## src/rtl/ym3016_dac_if.sv

```systemverilog
// Serial link and decoded-sample bundle between the YM2610 digital output and the YM3016 DAC model.
// FRAME_ERR exists only when YM3016_FRAMECHK_EN is defined.
interface ym3016_dac_if;
    logic        PHI_S;
    logic        SH1;
    logic        SH2;
    logic        OP0;
    logic [15:0] OUT_L;
    logic [15:0] OUT_R;
    logic        VALID_L;
    logic        VALID_R;
`ifdef YM3016_FRAMECHK_EN
    logic        FRAME_ERR;

    modport master (
        output PHI_S, SH1, SH2, OP0,
        input  OUT_L, OUT_R, VALID_L, VALID_R, FRAME_ERR
    );

    modport slave (
        input  PHI_S, SH1, SH2, OP0,
        output OUT_L, OUT_R, VALID_L, VALID_R, FRAME_ERR
    );
`else
    modport master (
        output PHI_S, SH1, SH2, OP0,
        input  OUT_L, OUT_R, VALID_L, VALID_R
    );

    modport slave (
        input  PHI_S, SH1, SH2, OP0,
        output OUT_L, OUT_R, VALID_L, VALID_R
    );
`endif
endinterface

```

## src/rtl/ym3016_dac.sv

```systemverilog
// YM3016 floating-point serial DAC model: deserialises OP0 framed by SH1/SH2 and decodes to signed 16-bit PCM.
// Optional framing check (BITCNT, sticky FRAME_ERR) is built when YM3016_FRAMECHK_EN is defined.
module ym3016_dac #(
    parameter int SYNC_STAGES = 2
) (
    input  logic         PHI_M,
    input  logic         nRESET,
    ym3016_dac_if.slave  dac
);

    // Bit order in each sync stage: {PHI_S, SH2, SH1, OP0}
    logic [SYNC_STAGES-1:0][3:0] sync_q;
    logic [3:0]  pins_s;
    logic        phi_s_s;
    logic        sh1_s;
    logic        sh2_s;
    logic        op0_s;
    logic        phi_prev;
    logic        bit_ev;
    logic        fe_l;
    logic        fe_r;

    logic [15:0] sr;
    logic [1:0]  sh_prev;
    logic [12:0] w_l;
    logic [12:0] w_r;
    logic        pend_l;
    logic        pend_r;
    logic [15:0] out_l;
    logic [15:0] out_r;
    logic        valid_l;
    logic        valid_r;

    assign pins_s = sync_q[SYNC_STAGES-1];
    assign {phi_s_s, sh2_s, sh1_s, op0_s} = pins_s;

    assign bit_ev = phi_s_s & ~phi_prev;
    assign fe_l   = bit_ev & sh_prev[0] & ~sh1_s;
    assign fe_r   = bit_ev & sh_prev[1] & ~sh2_s;

    // w holds {E[2:0], M[9:0]}; the offset-binary mantissa becomes two's complement by flipping its MSB.
    function automatic logic [15:0] decode(input logic [12:0] w);
        logic [2:0]  e;
        logic [15:0] s;
        e = w[12:10];
        s = {{7{~w[9]}}, w[8:0]};
        return (e == 3'd0) ? 16'h0000 : (s << (e - 3'd1));
    endfunction

    always_ff @(posedge PHI_M or negedge nRESET) begin
        if (!nRESET) begin
            sync_q   <= '0;
            phi_prev <= 1'b0;
        end else begin
            sync_q[0] <= {dac.PHI_S, dac.SH2, dac.SH1, dac.OP0};
            for (int i = 1; i < SYNC_STAGES; i++)
                sync_q[i] <= sync_q[i-1];
            phi_prev <= phi_s_s;
        end
    end

    // Frame end captures SR as it stood before this bit's shift.
    always_ff @(posedge PHI_M or negedge nRESET) begin
        if (!nRESET) begin
            sr      <= '0;
            sh_prev <= '0;
            w_l     <= '0;
            w_r     <= '0;
            pend_l  <= 1'b0;
            pend_r  <= 1'b0;
        end else begin
            pend_l <= fe_l;
            pend_r <= fe_r;
            if (fe_l)
                w_l <= sr[15:3];
            if (fe_r)
                w_r <= sr[15:3];
            if (bit_ev) begin
                sr      <= {op0_s, sr[15:1]};
                sh_prev <= {sh2_s, sh1_s};
            end
        end
    end

    always_ff @(posedge PHI_M or negedge nRESET) begin
        if (!nRESET) begin
            out_l   <= '0;
            out_r   <= '0;
            valid_l <= 1'b0;
            valid_r <= 1'b0;
        end else begin
            valid_l <= pend_l;
            valid_r <= pend_r;
            if (pend_l)
                out_l <= decode(w_l);
            if (pend_r)
                out_r <= decode(w_r);
        end
    end

    assign dac.OUT_L   = out_l;
    assign dac.OUT_R   = out_r;
    assign dac.VALID_L = valid_l;
    assign dac.VALID_R = valid_r;

`ifdef YM3016_FRAMECHK_EN
    logic [4:0] bitcnt;
    logic [4:0] bitcnt_inc;
    logic       first_seen;
    logic       frame_err_q;

    // bitcnt_inc is the bit count including the current bit; a frame end restarts the count.
    assign bitcnt_inc = (bitcnt == 5'd31) ? 5'd31 : bitcnt + 5'd1;

    always_ff @(posedge PHI_M or negedge nRESET) begin
        if (!nRESET) begin
            bitcnt      <= '0;
            first_seen  <= 1'b0;
            frame_err_q <= 1'b0;
        end else if (bit_ev) begin
            if (fe_l || fe_r) begin
                bitcnt     <= '0;
                first_seen <= 1'b1;
                if (first_seen && (bitcnt_inc != 5'd16))
                    frame_err_q <= 1'b1;
            end else begin
                bitcnt <= bitcnt_inc;
            end
        end
    end

    assign dac.FRAME_ERR = frame_err_q;
`endif

endmodule
```

## src/flat_wrapper.sv

```systemverilog
// flat-port wrapper written by rule: the top's interface ports become plain ports
module ym3016_dac_flat 
#(
    parameter int SYNC_STAGES = 2
)
  (PHI_M, nRESET, dac_PHI_S, dac_SH1, dac_SH2, dac_OP0, dac_OUT_L, dac_OUT_R, dac_VALID_L, dac_VALID_R);
  ym3016_dac_if dac_i ();
  input  logic PHI_M;
  input  logic nRESET;
  input wire logic [$bits(dac_i.PHI_S)-1:0] dac_PHI_S;
  input wire logic [$bits(dac_i.SH1)-1:0] dac_SH1;
  input wire logic [$bits(dac_i.SH2)-1:0] dac_SH2;
  input wire logic [$bits(dac_i.OP0)-1:0] dac_OP0;
  output wire logic [$bits(dac_i.OUT_L)-1:0] dac_OUT_L;
  output wire logic [$bits(dac_i.OUT_R)-1:0] dac_OUT_R;
  output wire logic [$bits(dac_i.VALID_L)-1:0] dac_VALID_L;
  output wire logic [$bits(dac_i.VALID_R)-1:0] dac_VALID_R;
  assign dac_i.PHI_S = dac_PHI_S;
  assign dac_i.SH1 = dac_SH1;
  assign dac_i.SH2 = dac_SH2;
  assign dac_i.OP0 = dac_OP0;
  assign dac_OUT_L = dac_i.OUT_L;
  assign dac_OUT_R = dac_i.OUT_R;
  assign dac_VALID_L = dac_i.VALID_L;
  assign dac_VALID_R = dac_i.VALID_R;
  ym3016_dac #(.SYNC_STAGES(SYNC_STAGES)) u_core (.PHI_M(PHI_M), .nRESET(nRESET), .dac(dac_i));
endmodule
```

## config.mk

```make
export PLATFORM = sky130hd
export DESIGN_NAME = ym3016_dac_flat
export DESIGN_NICKNAME = d
export VERILOG_FILES = /design/src/rtl/ym3016_dac_if.sv /design/src/rtl/ym3016_dac.sv /design/src/flat_wrapper.sv
export SDC_FILE = /design/constraint.sdc
export NUM_CORES = 1
export LEC_CHECK = 0
export ABC_AREA = 0
export CORE_UTILIZATION = 45
export DETAILED_ROUTE_END_ITERATION = 10
export HOLD_SLACK_MARGIN = 0.02
export PLACE_DENSITY = 0.62
export SLEW_MARGIN = 20
export SYNTH_ARGS = -nofsm -noshare
export SYNTH_HDL_FRONTEND = slang
export SYNTH_SLANG_ARGS = --single-unit
```

## constraint.sdc

```tcl
create_clock -name PHI_M -period 6.6 [get_ports PHI_M]
set_clock_uncertainty 0.15 [all_clocks]
set_input_delay 1.98 -clock PHI_M [delete_from_list [all_inputs] [get_ports PHI_M]]
set_output_delay 1.98 -clock PHI_M [all_outputs]
set_load 0.01 [all_outputs]
```

* After elaboration in Yosys (flattened, before gate mapping)
Index checks and enable logic that the tools add are counted.
** Operators by class
- Add/sub/neg operators :: 2
- Shifts and indexed selects :: 2
- Muxes and demuxes :: 2
- Bitwise operators :: 10
- Reductions and logical operators :: 2
** Operators with widths (number)
- 16-bit two-way mux :: 2
- 16-bit by 3-bit left shift with 16-bit output :: 2
- 3-bit zero test :: 2
- 3-bit by 1-bit subtractor with 3-bit output, second input constant :: 2
- 1-bit bitwise AND :: 5
- 1-bit NOT :: 5
** Storage, ports and cells
- Register bits after elaboration :: 89
- Input port bits :: 6
- Output and inout bits :: 34
- Word-level logic and storage cells :: 31

* Depth between registers and ports, before layout
- Word-level depth :: 4
- Mapped depth :: 8
- Mapped depth without buffers :: 5

* Worst setup path before layout
OpenSTA, ideal clock, no wires.
- Path type :: register to output
- Start point :: reg u_core.out_l[10] (netlist: u_core.dac.OUT_L[10])
- End point :: out dac_OUT_L[10]
- Arrival :: 0.385 ns
- Data required time :: 4.470 ns
- Setup slack :: 4.085 ns
- Cell stages (with the launch flop) :: 1
- Cells stage by stage :: dfrtp_1
** RTL lines
- start, declared :: line ym3016_dac.sv:29 : logic [15:0] out_l;
- start signal, assigned :: line ym3016_dac.sv:95 : out_l <= decode(w_l);
- end, declared :: line flat_wrapper.sv:14 : output wire logic [$bits(dac_i.OUT_L)-1:0] dac_OUT_L;
No word-level cell between the ends.

* Final worst setup path
- Start point :: reg u_core.out_l[6] (netlist: u_core.dac.OUT_L[6])
- End point :: out dac_OUT_L[6]
No word-level cell between the ends.

==> results by group <==
Logic synthesis
  • Register area share after synthesis: 0.5377
  • Post-synthesis register bit count: 86
  • EDFF count, synth: 0
  • Post-synth ARST share: 1.000
  • Post-synth net total: 304
  • Top-count cell post-synth: dfrtp_1
  • Most common flop cell mapped by yosys: dfrtp_1
  • Top cells by count, synth: dfrtp_1, mux2_2, nand2b_1
  • Largest cells by area after synthesis: dfrtp_1, mux2_2, mux2_4
  • Synthesized instance count: 294
  • Number of library cell types mapped by synthesis: 36
  • Top cell type by total area after synthesis: dfrtp_1
  • Yosys warns: 0
  • Synth Area per Inst: 13.61 um^2
  • Synth top area share: 0.5377
  • Post-Synthesis Cell Area: 4003 um^2

STA
  • Min Tclk post-route: 3408 ps
  • Setup Viol. Count Final: 0
  • Unrepaired setup endpoints after global routing: false
  • Fin crit share: 0.5163
  • Fin. Hold Viols: 0
  • Max-slew violation count: 0
  • Setup tns final: 0 ps
  • Worst slew margin: 0.3577
  • Slew @ Worst Pin: 957.1 ps
  • Max Freq: 293.5 MHz

Job
  • Number of max-cap violations: 0

Critical path
  • Cell Chain, Critical Path: clkdlybuf4s50_1
  • Kind of critical path: reg -> out
  • Worst path top cell family by delay: buffers and inverters
  • Startpoint Class: register
  • CP required: 4470 ps
  • WP buf/inv: 1
  • Crit end category: output pin
  • R2R depth: 5
  • Slowest stage delay, CP: 550 ps
  • CP arrival: 1280 ps
  • Reg-to-Reg End: u_core.dac.OUT_L[6]$_DFFE_PN0P_
  • R2R setup slack: 3920 ps
  • Critical path's slowest cell: clkdlybuf4s50_1
  • R2R Path Start: u_core.w_l[10]$_DFFE_PN0P_
  • Crit path max fanout: 2

Routing
  • TritonRoute pass-1 iters: 4
  • Final ANT Viol Nets: 0
  • Remaining DRCs: 0
  • Vias: 2392
  • Routed WL per cell: 16.49 um
  • Drt total wl: 7290 um
  • Initial DRC count: 117
  • Vias/cell: 5.412

Clocking
  • Root Buffer Master: clkbuf_8
  • Clock sinks: 86
  • CTS clock-pin slew for the worst setup and hold paths: 90 ps
  • Deepest clock path buffer count: 2
  • CTS resizes: 0
  • CTS buffer count: 9
  • Hold buffers post-CTS: 0
  • Total setup buffers inserted after CTS: 0
  • CTS tree: built
  • H-tree levels: 3
  • Worst skew pair latency: 360 ps

Finish
  • Layout overhead on the synthesized area: 16.44%
  • Filler Cell Count: 769
  • Reg area: 2152 um^2
  • Non-Filler Instances: 442
  • Antenna diodes: 0
  • Fraction of layout instances using a drive strength above 1: 0.2665
  • Layout net count: 339
  • Multi-input logic area: 1648 um^2

Global routing
  • Vias in the first global route: 2373
  • Largest net degree at the start of global routing: 51
  • Global-route wire length before repair: 12140 um
  • Antenna violations before repair: 0
  • Tot GR Track Use: 0.1764
  • GR Overflow Total: 0

Die
  • Initial Utilization: 0.4612
  • Die height: 96.31 um
  • Placeable Area: 8678 um^2
  • Die W: 96.31 um
  • Die area: 9276 um^2
  • Rows: 34
  • IO Count: 40

Placement
  • Port bufs: 39
  • RD Place Congestion: 0.7815
  • Placed instance count: 426
  • Hpwl dp: 5052 um

Power
  • Maximum vdd drop: 157.1 uV
  • Overall power: 2118 uW
  • Leakage: 0.002026 uW
  • Power per standard cell area: 454.3 nW/um^2

Min path
  • Hold EP: u_core.pins_s[3]$_DFF_PN0_
  • Hold path cells: 0
  • Worst min-delay path class: reg -> reg
  • Worst Hold Launch: u_core.sync_q[3]$_DFF_PN0_

Run status
  • Result of the run: completed
[worst register-to-register path, stage by stage, from the launching register on]
cell	delay, ps
dfrtp_1	650
inv_2	190
ha_1	700
mux2_2	410
mux2i_1	240
o221ai_1	180
[worst max path at each step]
stage / from / to / slack (ps) / cells after the start
3_5_place_dp: nRESET / u_core.dac.OUT_R[11]$_DFFE_PN0P_ / 3420 / 2
2_1_floorplan: u_core.dac.OUT_L[10]$_DFFE_PN0P_ / dac_OUT_L[10] / 4090 / 0
6_report: u_core.dac.OUT_L[6]$_DFFE_PN0P_ / dac_OUT_L[6] / 3190 / 1
4_1_cts: u_core.dac.OUT_L[6]$_DFFE_PN0P_ / dac_OUT_L[6] / 3180 / 1
3_3_place_gp: nRESET / u_core.dac.OUT_R[15]$_DFFE_PN0P_ / 3440 / 2
5_1_grt: u_core.dac.OUT_L[6]$_DFFE_PN0P_ / dac_OUT_L[6] / 3130 / 1
[stage by stage]
step           area, um^2  utilization  hold WS [ps]  setup WS [ps]
2_1_floorplan        4003            -         181.2           4085
3_3_place_gp         4428       0.5102         182.1           3444
3_5_place_dp         4434       0.5110         186.4           3418
4_1_cts              4661       0.5371         208.7           3175
5_1_grt              4661       0.5371         219.0           3132
6_report             4661       0.5371         209.9           3192
[registers in the layout, summed over array words and instances, names as in the netlist]
name / count
u_core.w_l: 13
u_core.pins_s: 4
u_core.dac.VALID_R: 1
u_core.sync_q: 4
u_core.sh_prev: 2
u_core.pend_r: 1
u_core.dac.OUT_R: 16
u_core.pend_l: 1
u_core.phi_prev: 1
u_core.w_r: 13
u_core.dac.OUT_L: 16
u_core.sr: 13
u_core.dac.VALID_L: 1
[cells in the final DEF (no fill, tap or decap), types with 2 or more instances in the layout]
master	n
inv_6	3
clkdlybuf4s50_1	38
o2111ai_1	2
o21ai_0	4
buf_4	4
dfrtp_1	86
clkbuf_8	9
and3b_1	2
mux2i_1	12
mux4_2	4
o221ai_1	22
nor3b_1	2
nand2b_1	25
bufinv_16	2
ha_1	4
o311ai_0	2
xnor2_1	2
nor2b_1	2
o31ai_1	2
o22ai_1	8
nand3_1	2
nor3b_4	2
mux2_4	18
inv_1	21
a21oi_1	2
nand2_1	2
mux2_2	41
[where the power goes]
part | internal, uW | switching (uW)
logic | 476 | 350
clock network | 218 | 202
registers | 691 | 181
[final cells by class]
cell class	count	share of cell area
flip-flops and latches	86	0.4617
well taps	108	0.02899
clock buffers	9	0.02658
inverters	23	0.01906
clock inverters	7	0.02201
multi-input cells	167	0.3536
repair buffers	42	0.08805
[logic make-up (layout without fill, tap and decap cells)]
logic type,Yosys count,in the layout,synth area share
mux,75,75,0.2354
fa+ha+maj,4,4,0.01250
buf+inv,41,81,0.05220
simple gates,41,41,0.07252
flops,86,86,0.5377
compound gates,45,45,0.08534
xor+xnor,2,2,0.004377
[layer usage]
layer  track usage  part of all wire  vias to the layer above
met3       0.03870             0.024                        9
met2        0.2530              0.46                       26
met1        0.2559              0.50                     1218
met4       0.07721             0.014                        0
met5             0                 0                        -
li1              -                 -                     1139
Power figures use the tool's default switching activity.
